===== src/rtl/fft_output_serializer_if.sv =====
// Handshake bundle between a parallel FFT frame producer and a serial sample consumer.
// The slave view is the serializer; the master view is whatever feeds frames and drains samples.
interface fft_output_serializer_if #(
  parameter int BIT_WIDTH = 32,
  parameter int N_SAMPLES = 8
);
  localparam int IDX_W = $clog2(N_SAMPLES);

  logic [BIT_WIDTH-1:0] recv_msg [N_SAMPLES];
  logic                 recv_val;
  logic                 recv_rdy;
  logic [BIT_WIDTH-1:0] send_msg;
  logic [IDX_W-1:0]     send_idx;
  logic                 send_last;
  logic                 send_val;
  logic                 send_rdy;

  modport slave (
    input  recv_msg, recv_val, send_rdy,
    output recv_rdy, send_msg, send_idx, send_last, send_val
  );

  modport master (
    output recv_msg, recv_val, send_rdy,
    input  recv_rdy, send_msg, send_idx, send_last, send_val
  );
endinterface


===== src/rtl/fft_output_serializer.sv =====
// Captures one parallel FFT frame and streams it out one bin per cycle.
// HALF_SPECTRUM trims the stream to bins 0..N/2 for real-input transforms.
// All sample outputs come from registers; recv_rdy is the only combinational
// output, so a new frame can be taken on the same edge as the final bin.
module fft_output_serializer #(
  parameter int BIT_WIDTH     = 32,
  parameter int N_SAMPLES     = 8,
  parameter int HALF_SPECTRUM = 0
) (
  input  logic                  clk,
  input  logic                  reset,
  fft_output_serializer_if.slave intf
);
  localparam int               OUT_COUNT = (HALF_SPECTRUM != 0) ? (N_SAMPLES / 2 + 1) : N_SAMPLES;
  localparam int               IDX_W     = $clog2(N_SAMPLES);
  localparam logic [IDX_W-1:0] LAST_IDX  = IDX_W'(OUT_COUNT - 1);

  typedef enum logic {IDLE, SEND} state_t;

  state_t               state;
  logic [BIT_WIDTH-1:0] frame [N_SAMPLES];
  logic [IDX_W-1:0]     idx;
  logic [IDX_W-1:0]     idx_nxt;
  logic [BIT_WIDTH-1:0] send_msg_q;
  logic                 send_last_q;
  logic                 send_val_q;
  logic                 at_last;
  logic                 send_hs;
  logic                 recv_hs;

  assign idx_nxt = idx + IDX_W'(1);
  assign at_last = (idx == LAST_IDX);
  assign send_hs = send_val_q & intf.send_rdy;

  // Ready when empty, or when the final bin is leaving this very cycle.
  assign intf.recv_rdy = (state == IDLE) | ((state == SEND) & at_last & intf.send_rdy);
  assign recv_hs       = intf.recv_val & intf.recv_rdy;

  assign intf.send_msg  = send_msg_q;
  assign intf.send_idx  = idx;
  assign intf.send_last = send_last_q;
  assign intf.send_val  = send_val_q;

  // Frame capture, bin sequencing and registered sample outputs.
  always_ff @(posedge clk or negedge reset) begin
    if (!reset) begin
      state       <= IDLE;
      idx         <= '0;
      send_msg_q  <= '0;
      send_last_q <= 1'b0;
      send_val_q  <= 1'b0;
      for (int k = 0; k < N_SAMPLES; k++) frame[k] <= '0;
    end else if (recv_hs) begin
      // New frame: from IDLE, or chained behind the last bin of the previous one.
      state       <= SEND;
      frame       <= intf.recv_msg;
      idx         <= '0;
      send_msg_q  <= intf.recv_msg[0];
      send_last_q <= 1'b0;
      send_val_q  <= 1'b1;
    end else if (send_hs) begin
      if (at_last) begin
        state       <= IDLE;
        idx         <= '0;
        send_msg_q  <= '0;
        send_last_q <= 1'b0;
        send_val_q  <= 1'b0;
      end else begin
        idx         <= idx_nxt;
        send_msg_q  <= frame[idx_nxt];
        send_last_q <= (idx_nxt == LAST_IDX);
      end
    end
  end
endmodule


===== src/flat_wrapper.sv =====
// flat-port wrapper written by rule: the top's interface ports become plain ports
module fft_output_serializer_flat 
#(
  parameter int BIT_WIDTH     = 32,
  parameter int N_SAMPLES     = 8,
  parameter int HALF_SPECTRUM = 0
)
  (clk, reset, intf_recv_msg, intf_recv_val, intf_send_rdy, intf_recv_rdy, intf_send_msg, intf_send_idx, intf_send_last, intf_send_val);
  fft_output_serializer_if #(.BIT_WIDTH(BIT_WIDTH), .N_SAMPLES(N_SAMPLES)) intf_i ();
  input  logic clk;
  input  logic reset;
  input wire logic [$bits(intf_i.recv_msg)-1:0] intf_recv_msg;
  input wire logic [$bits(intf_i.recv_val)-1:0] intf_recv_val;
  input wire logic [$bits(intf_i.send_rdy)-1:0] intf_send_rdy;
  output wire logic [$bits(intf_i.recv_rdy)-1:0] intf_recv_rdy;
  output wire logic [$bits(intf_i.send_msg)-1:0] intf_send_msg;
  output wire logic [$bits(intf_i.send_idx)-1:0] intf_send_idx;
  output wire logic [$bits(intf_i.send_last)-1:0] intf_send_last;
  output wire logic [$bits(intf_i.send_val)-1:0] intf_send_val;
  assign intf_i.recv_msg = {>>{intf_recv_msg}};
  assign intf_i.recv_val = intf_recv_val;
  assign intf_i.send_rdy = intf_send_rdy;
  assign intf_recv_rdy = intf_i.recv_rdy;
  assign intf_send_msg = intf_i.send_msg;
  assign intf_send_idx = intf_i.send_idx;
  assign intf_send_last = intf_i.send_last;
  assign intf_send_val = intf_i.send_val;
  fft_output_serializer #(.BIT_WIDTH(BIT_WIDTH), .N_SAMPLES(N_SAMPLES), .HALF_SPECTRUM(HALF_SPECTRUM)) u_core (.clk(clk), .reset(reset), .intf(intf_i));
endmodule

===== config.mk =====
export PLATFORM = sky130hd
export DESIGN_NAME = fft_output_serializer_flat
export DESIGN_NICKNAME = d
export VERILOG_FILES = /design/src/rtl/fft_output_serializer_if.sv /design/src/rtl/fft_output_serializer.sv /design/src/flat_wrapper.sv
export SDC_FILE = /design/constraint.sdc
export NUM_CORES = 1
export LEC_CHECK = 0
export CAP_MARGIN = 20
export CORE_MARGIN = 2
export CORE_UTILIZATION = 52
export CTS_CLUSTER_SIZE = 16
export DETAILED_ROUTE_END_ITERATION = 16
export PLACE_DENSITY = 0.86
export SYNTH_ARGS = -nofsm -noshare
export SYNTH_HDL_FRONTEND = slang
export SYNTH_SLANG_ARGS = --single-unit
export TNS_END_PERCENT = 10

===== constraint.sdc =====
create_clock -name clk -period 2.55 [get_ports clk]
set_input_delay 0.51 -clock clk [delete_from_list [all_inputs] [get_ports clk]]
set_output_delay 0.51 -clock clk [all_outputs]
set_load 0.01 [all_outputs]

; Word level (Yosys, flattened, before mapping)
; Index checks and enable logic that the tools add are counted.
[classes]
add_sub_neg = 1
magnitude_cmp = 1
eq_ne = 2
mux = 15
bitwise_logic = 7
n_reduce_logical = 3
[op_table]
columns = operator, count
row1 = $mux W32, 5
row2 = $bmux W32 S3, 1
row3 = $mux W3, 3
row4 = $eq A3 B3 Y1 const B, 2
row5 = $mux W1, 6
row6 = $and A1 B1 Y1, 4
row7 = $ge A4 B4 Y1 const B, 1
row8 = $not A3 Y4, 1
row9 = $reduce_bool A2 Y1, 2
row10 = $add A3 B1 Y3 const B, 1
row11 = $reduce_and A2 Y1, 1
row12 = $not A1 Y1, 1
row13 = $or A1 B1 Y1, 1
[word_totals]
register_bits = 293
input_bits = 260
wordCells = 41

; Longest topological paths before layout
; Gate-level depths: netlist (run 1).
[logic_depth]
ltp_word = 8
ltp_mapped = 11

; Least setup slack after synthesis (run 1)
; OpenSTA, ideal clock, no wires.
[synth_path]
path_kind = reg2reg
startpoint = register u_core.idx[0], in the netlist u_core.intf.send_idx[0]
endpoint = register u_core.send_msg_q[0], in the netlist u_core.intf.send_msg[0]
setup_ns = 0.136
arrival_ns = 2.049
required_time_ns = 2.414
slack_ns = 0.365
path_stages_with_launch = 12
n_path_buf = 5
period_less_slack_ns = 2.185
cell_sequence = dfrtp_1 buf_2 buf_6 buf_4 inv_1 ha_1 nor2b_1 clkbuf_1 clkbuf_1 a22oi_1 nand2_1 o21ai_0
[synth_via]
elab_chain_len = 8
word_cells_on_any_way = 14
[synth_rtl]
columns = element, line_no
row1 = "start, declared", fft_output_serializer.sv:22  ; logic [IDX_W-1:0] idx;
row2 = "start signal, assigned", fft_output_serializer.sv:69  ; idx <= idx_nxt;
row3 = $add A3 B1 Y3, fft_output_serializer.sv:31  ; assign idx_nxt = idx + IDX_W'(1);
row4 = $not A3 Y4 (implied by the code), fft_output_serializer.sv:70  ; send_msg_q <= frame[idx_nxt];
row5 = $bmux W32 S3, fft_output_serializer.sv:70
row6 = $mux W32 (implied by the code) (2 in series), fft_output_serializer.sv:70
row7 = $mux W32, fft_output_serializer.sv:62  ; if (at_last) begin
row8 = $mux W32, fft_output_serializer.sv:61  ; end else if (send_hs) begin
row9 = $mux W32, fft_output_serializer.sv:53  ; end else if (recv_hs) begin
row10 = "end signal, assigned", fft_output_serializer.sv:58  ; send_msg_q <= intf.recv_msg[0];
row11 = "end signal, assigned", fft_output_serializer.sv:70
row12 = "end, declared", fft_output_serializer.sv:24  ; logic [BIT_WIDTH-1:0] send_msg_q;
; Several ways; a longest one is shown, not always the timed one. The select of a mux whose other input is x is not followed.
; A chain may end at the register's enable or synchronous reset.

; Final worst setup path (run 1)
[layout_path]
startpoint = register u_core.idx[0], in the netlist u_core.intf.send_idx[0]
endpoint = output intf_recv_rdy
[layout_via]
elab_chain_len = 4
[layout_rtl]
columns = element, line_no
row1 = $eq A3 B3 Y1, fft_output_serializer.sv:32  ; assign at_last = (idx == LAST_IDX);
row2 = $and A1 B1 Y1 (2 in series), fft_output_serializer.sv:36  ; assign intf.recv_rdy = (state == IDLE) | ((state == SEND) & at_last & intf.send_rdy);
row3 = $or A1 B1 Y1, fft_output_serializer.sv:36
row4 = "end, declared", flat_wrapper.sv:15  ; output wire logic [$bits(intf_i.recv_rdy)-1:0] intf_recv_rdy;
; No other way between the ends.

==> results of run 1 <==
[layout by cell type, fill, tap and decap left out, drive strengths merged, types with 3 or more instances in the layout]
cell | Yosys | layout
nand2 | 40 | 40
buf | 51 | 48
nor2 | 34 | 34
dfrtp | 293 | 293
ha | 3 | 3
inv | 4 | 4
mux2i | 161 | 161
clkinv | 0 | 9
o21ai | 36 | 36
clkdlybuf4s50 | 0 | 293
a221oi | 32 | 32
clkbuf | 25 | 45
a22oi | 64 | 64
mux2 | 254 | 254
[final cells by class]
class / instances / area (um^2)
fill: 1782 / 8160
sequential: 293 / 7340
multi-input combinational: 638 / 6600
timing repair buffer: 345 / 3500
clock buffer: 45 / 908
tap: 372 / 465
clock inverter: 11 / 105
inverter: 4 / 15.0
antenna: 1 / 2.50
[what timing repair did]
action / in CTS / in global routing
endpoints found under the setup margin: 2 / 1
buffers inserted: 0 / 1
endpoints found under the hold margin: 58 / 0
cloned: 1 / 0
resized for setup: 4 / 0
hold buffers: 1 / 0
[sequential cells by signal (all words and copies together) (netlist names)]
name,cells
u_core.intf.send_last,1
u_core.intf.send_msg,32
u_core.frame,256
u_core.intf.send_idx,3
u_core.intf.send_val,1
[final timing paths]
kind                                    startpoint                  endpoint  slack, ns  cells past startpoint
max                        u_core.intf.send_idx[0]             intf_recv_rdy       0.07                      4
min                                  intf_recv_val      u_core.intf.send_val       0.40                      2
max reg2reg                u_core.intf.send_idx[0]  u_core.intf.send_msg[18]       0.15                      6
min reg2reg                      u_core.frame[224]         u_core.frame[224]       0.50                      2
max in group asynchronous                    reset          u_core.frame[73]       1.16                      3
min in group asynchronous                    reset          u_core.frame[66]       0.50                      2
[stage by stage]
step | utilization, % | std cells | hold WS [ns] | total power, W | cell area (um^2)
2_1_floorplan | - | 1011 | 0.214 | 0.0142 | 14400
3_3_place_gp | 65.9 | 1649 | 0.468 | 0.0169 | 17900
3_5_place_dp | 65.9 | 1649 | 0.478 | 0.0173 | 17900
4_1_cts | 69.8 | 1707 | 0.381 | 0.0219 | 18900
5_1_grt | 69.9 | 1708 | 0.411 | 0.0231 | 18900
6_report | 69.9 | 1709 | 0.401 | 0.0219 | 18900
[cell families (layout without fill, tap and decap cells)]
kind of cell    after synthesis  in the layout  synth area share [%]
flops                       293            293                  50.8
fa+ha+maj                     3              3                 0.260
other cells                   0              1                     0
compound gates              137            137                  6.84
buf+inv                      80            405                  3.74
simple gates                 83             83                  2.38
mux                         415            415                  36.0
[report_power, final]
group	internal (W)	switching, W	total [W]
clock network	0.00265	0.00182	0.00447
logic	0.00523	0.00374	0.00896
registers	0.00696	0.00149	0.00845
total	0.0148	0.00705	0.0219
[per-layer routing]
| layer | vias to the layer above | track usage (%) | part of all wire (%) |
|---|---|---|---|
| met4 | 0 | 9.33 | 3.1 |
| met3 | 81 | 4.16 | 6.1 |
| met1 | 4958 | 34.8 | 42 |
| met5 | - | 0 | 0 |
| li1 | 4318 | - | - |
| met2 | 390 | 44.4 | 49 |
[worst max-delay path, stage by stage (launching register included)]
cell	delay (ns)
dfrtp_4	0.48
ha_1	0.21
ha_2	0.20
a21bo_4	0.24
dlygate4sd2_1	0.29
==> summary.md, run 1 <==
| Metric | Value |
|---|---|
| First-pass DRT Iterations | `5` |
| DRC Markers | `0` |
| Final Hold Fails | `0` |
| Initial antenna violation count | `1` |
| I/O Buffers | `297` |
| CTS tree | `yes` |
| Clock transition at the registers of the reported paths | `0.06 ns` |
| Drt initial violations | `722` |
| Synth Register Bits | `293` |
| Unique masters post-synth | `28` |
| Setup Skew | `0.0222 ns` |
| Number of global-route vias before repair | `10.6k` |
| Max Cap Viol | `0` |
| Syn avg cell area | `14.3 um^2` |
| Power density over cell area | `1160 nW/um^2` |
| Worst EP required | `2.04 ns` |
| Final setup violation count | `0` |
| Peak supply drop | `0.000601 V` |
| Clock Tree Root | `clkbuf_16` |
| Yosys top cell area share | `50.8%` |
| Num CTS Buffers | `31` |
| H-tree depth | `1` |
| Final Cycle Share | `97.1%` |
| Peak Freq | `0.404 GHz` |
| Status | `finished, final reports clean` |
| DP Worst Slack | `0.170 ns` |
| Syn-to-layout area delta | `31.2%` |
| RSZ-0062 raised after global routing | `false` |
| Post-synthesis sequential area ratio | `50.8%` |
| LEAKAGE | `9.09 nW` |
| Post-synth top cells | `dfrtp_1, mux2_4, mux2i_1, a22oi_1, mux2_2` |
| Pin count of the biggest net entering global routing | `71` |
| Syn Inst Count | `1011` |
| Dominant cells by area after synthesis | `dfrtp_1, mux2_4, mux2i_1` |
| Drt via density | `5.70` |
| Final #Nets | `1576` |
| Yosys Warn Count | `0` |
| WP data arrival | `1.97 ns` |
| Clock Path Buffers | `3` |
| Clock Sink Count | `293` |
| Area of the core | `27100 um^2` |
| Yosys top cell by area | `dfrtp_1` |
| Time the worst path needs with I/O delays and setup | `2.48 ns` |
| IO Count | `298` |
| Die Ht | `171 um` |
| CP endpoint kind | `output port` |
| Number of flops mapped to enable cells by yosys | `0` |
| Final setup margin | `0.0746 ns` |
| GRT Util Overall | `26.4%` |
| Final Max Tran Viols | `0` |
| Syn Std Cell Area | `14400 um^2` |
| Final WL | `38.5 mm` |
| Final ANT Viol Nets | `0` |
| Rows | `60` |
| Starting Density | `53.3%` |
| Worst slew pin tran | `0.992 ns` |
| Final HPWL from detailed placement | `25.5 mm` |
| Hold Path Class | `in -> reg` |
| Crit path max fanout | `4` |
| Total Neg Setup Slack | `0 ns` |
| Routability cong. | `0.797` |
| Die Wd | `171 um` |
| First-pass GRT wire length | `59.1 mm` |
| Share of cells above drive strength 1 | `27.2%` |
| Post-synth net total | `1274` |
| Ys async rst share | `100%` |
| Global route overflow | `0` |
| Via Count | `9747` |
| WS Path Type | `reg -> out` |
| Slew margin rel. | `33.9%` |
| Wire per inst | `22.5 um` |
| Critical Path Start Type | `flip-flop` |
| Die area | `29100 um^2` |
| Synth Flop Type | `dfrtp_1` |
| Count leader, synth | `dfrtp_1` |
| Clk_lat worst skew | `0.55 ns` |
(Power assumes the default switching activity.)
==> run 2: changes to the inputs <==
- CTS_CLUSTER_DIAMETER: not set -> 100
==> run 2 against run 1 <==
  * Cell area shrank 2.2%
  * Combinational power is essentially flat
  * Largest cell class unchanged
  * Critical endpoint unchanged
  * Register-to-register slack gained 0.10 ns
  * Flip-flop and latch count is the same
  * Sequential share of layout area grew 0.87 points
  * Non-clock buffer count shrank 1
==> summary.md, run 2 (same netlist as run 1, synthesis figures left out) <==
| Metric | Value |
|---|---|
| Fill count | `1838` |
| Final HPWL from detailed placement | `25.5 mm` |
| Cell internal pwr | `0.0138 W` |
| Crit path max fanout | `4` |
| H-tree depth | `1` |
| Worst slew pin tran | `0.836 ns` |
| Peak Freq | `0.409 GHz` |
| Largest Register | `u_core.frame` |
| Placed cells | `1649` |
| Sequential power share | `41.0%` |
| Max Cap Viol | `0` |
| Total Neg Setup Slack | `0 ns` |
| Final Max Tran Viols | `0` |
| Die Wd | `171 um` |
| Via Count | `9606` |
| Power density over cell area | `1110 nW/um^2` |
| Slew margin rel. | `44.3%` |
| Most frequent cells in the layout | `clkdlybuf4s50_1, dfrtp_1, mux2_4` |
| Clock Sink Count | `293` |
| Final setup margin | `0.105 ns` |
| First-pass GRT wire length | `58.3 mm` |
| IO Count | `298` |
| WP data arrival | `1.93 ns` |
| Number of global-route vias before repair | `10.4k` |
| Peak supply drop | `0.000676 V` |
| Rows | `60` |
| Post-Layout Cell Count | `1678` |
| Pin count of the biggest net entering global routing | `71` |
| I/O Buffers | `297` |
| CP endpoint kind | `output port` |
| Switching pwr | `0.00680 W` |
| Final Hold Fails | `0` |
| RSZ-0062 raised after global routing | `false` |
| Drt via density | `5.72` |
| Hold Path Class | `in -> reg` |
| Clock Path Buffers | `3` |
| CTS tree | `yes` |
| Slowest stage cell, crit path | `dfrtp_4` |
| Drt initial violations | `727` |
| Setup Skew | `0.0163 ns` |
| Area of the core | `27100 um^2` |
| DP Worst Slack | `0.170 ns` |
| Clock share of power | `15.5%` |
| Final Util | `68.3%` |
| Final Cycle Share | `95.9%` |
| WS Path Type | `reg -> out` |
| DRC Markers | `0` |
| Global route overflow | `0` |
| Time the worst path needs with I/O delays and setup | `2.44 ns` |
| First-pass DRT Iterations | `5` |
| Share of cells above drive strength 1 | `25.7%` |
| Initial antenna violation count | `1` |
| Final WL | `37.8 mm` |
| Final setup violation count | `0` |
| Switch share | `33.0%` |
| Die Ht | `171 um` |
| Wire per inst | `22.5 um` |
| Syn-to-layout area delta | `28.3%` |
| Status | `finished, final reports clean` |
| Clock Tree Root | `clkbuf_16` |
| Clk_lat worst skew | `0.52 ns` |
| Comb pwr share | `43.5%` |
| Num CTS Buffers | `22` |
| LEAKAGE | `8.87 nW` |
| Clock transition at the registers of the reported paths | `0.08 ns` |
| Final #Nets | `1566` |
| Overall Power | `0.0206 W` |
| Starting Density | `53.3%` |
| GRT Util Overall | `26.1%` |
| CP cell instances | `ha_1 -> ha_2 -> a21bo_4 -> clkdlybuf4s15_1` |
| CP peak stage delay | `0.52 ns` |
| Final ANT Viol Nets | `0` |
| Commonest non-fill, non-tap cell in the layout | `clkdlybuf4s50_1` |
| Die area | `29100 um^2` |
| Worst EP required | `2.04 ns` |
| Routability cong. | `0.797` |
| Critical Path Start Type | `flip-flop` |
| Largest register FFs | `256` |
## run 2: stage by stage
stage          cell area, um^2  hold WS (ns)
3_3_place_gp             17900         0.468
4_1_cts                  18500         0.415
6_report                 18500         0.426
3_5_place_dp             17900         0.478
5_1_grt                  18500         0.442
2_1_floorplan            14400         0.214
## run 2: worst paths after layout
| path | end | cells past startpoint | slack (ns) | from |
|---|---|---|---|---|
| worst max-delay path | intf_recv_rdy | 4 | 0.11 | u_core.intf.send_idx[0] |
| worst min-delay path | u_core.intf.send_val | 2 | 0.43 | intf_recv_val |
| worst max register to register | u_core.frame[14] | 6 | 0.25 | u_core.intf.send_idx[0] |
| worst min register to register | u_core.frame[224] | 2 | 0.50 | u_core.frame[224] |
| max in group asynchronous | u_core.frame[140] | 3 | 1.12 | reset |
| min in group asynchronous | u_core.frame[226] | 2 | 0.55 | reset |
## run 2: critical path, delay by kind of cell (launching register included)
| family | cells | cell delay [ns] |
|---|---|---|
| AOI/OAI and AO/OA | 1 | 0.24 |
| buffers and inverters | 1 | 0.24 |
| adders and majority gates | 2 | 0.42 |
| DFF | 1 | 0.52 |
## run 2: cell type report
type                    instances  area, um^2  share of cell area [%]
repair buffers                344        3500                    18.9
inverters                       4        15.0                  0.0811
clock buffers                  25         583                    3.15
diodes                          1        2.50                  0.0135
well taps                     372         465                    2.51
flip-flops and latches        293        7340                    39.6
multi-input cells             638        6600                    35.6
clock inverters                 1        16.3                  0.0878
## run 2: power groups by stage
stage,clock network (W),logic [W],registers (W)
2_1_floorplan,0,0.00616,0.00806
3_3_place_gp,0,0.00861,0.00828
3_5_place_dp,0,0.00886,0.00843
4_1_cts,0.00326,0.00898,0.00839
5_1_grt,0.00343,0.00965,0.00867
6_report,0.00320,0.00896,0.00843
## run 2: metal layers
| metal | up-vias | global-route usage [%] | wire, um |
|---|---|---|---|
| met5 | - | 0 | 0 |
| met4 | 0 | 8.73 | 1190 |
| met1 | 4873 | 34.8 | 16100 |
| met3 | 72 | 3.03 | 2060 |
| met2 | 378 | 44.5 | 18500 |
| li1 | 4283 | - | - |
## run 2: what timing repair did
action,in CTS,in global routing
hold buffers,1,0
setup endpoints to repair,2,5
resized for setup,3,3
cloned,1,0
endpoints found under the hold margin,58,0
buffers inserted,0,0
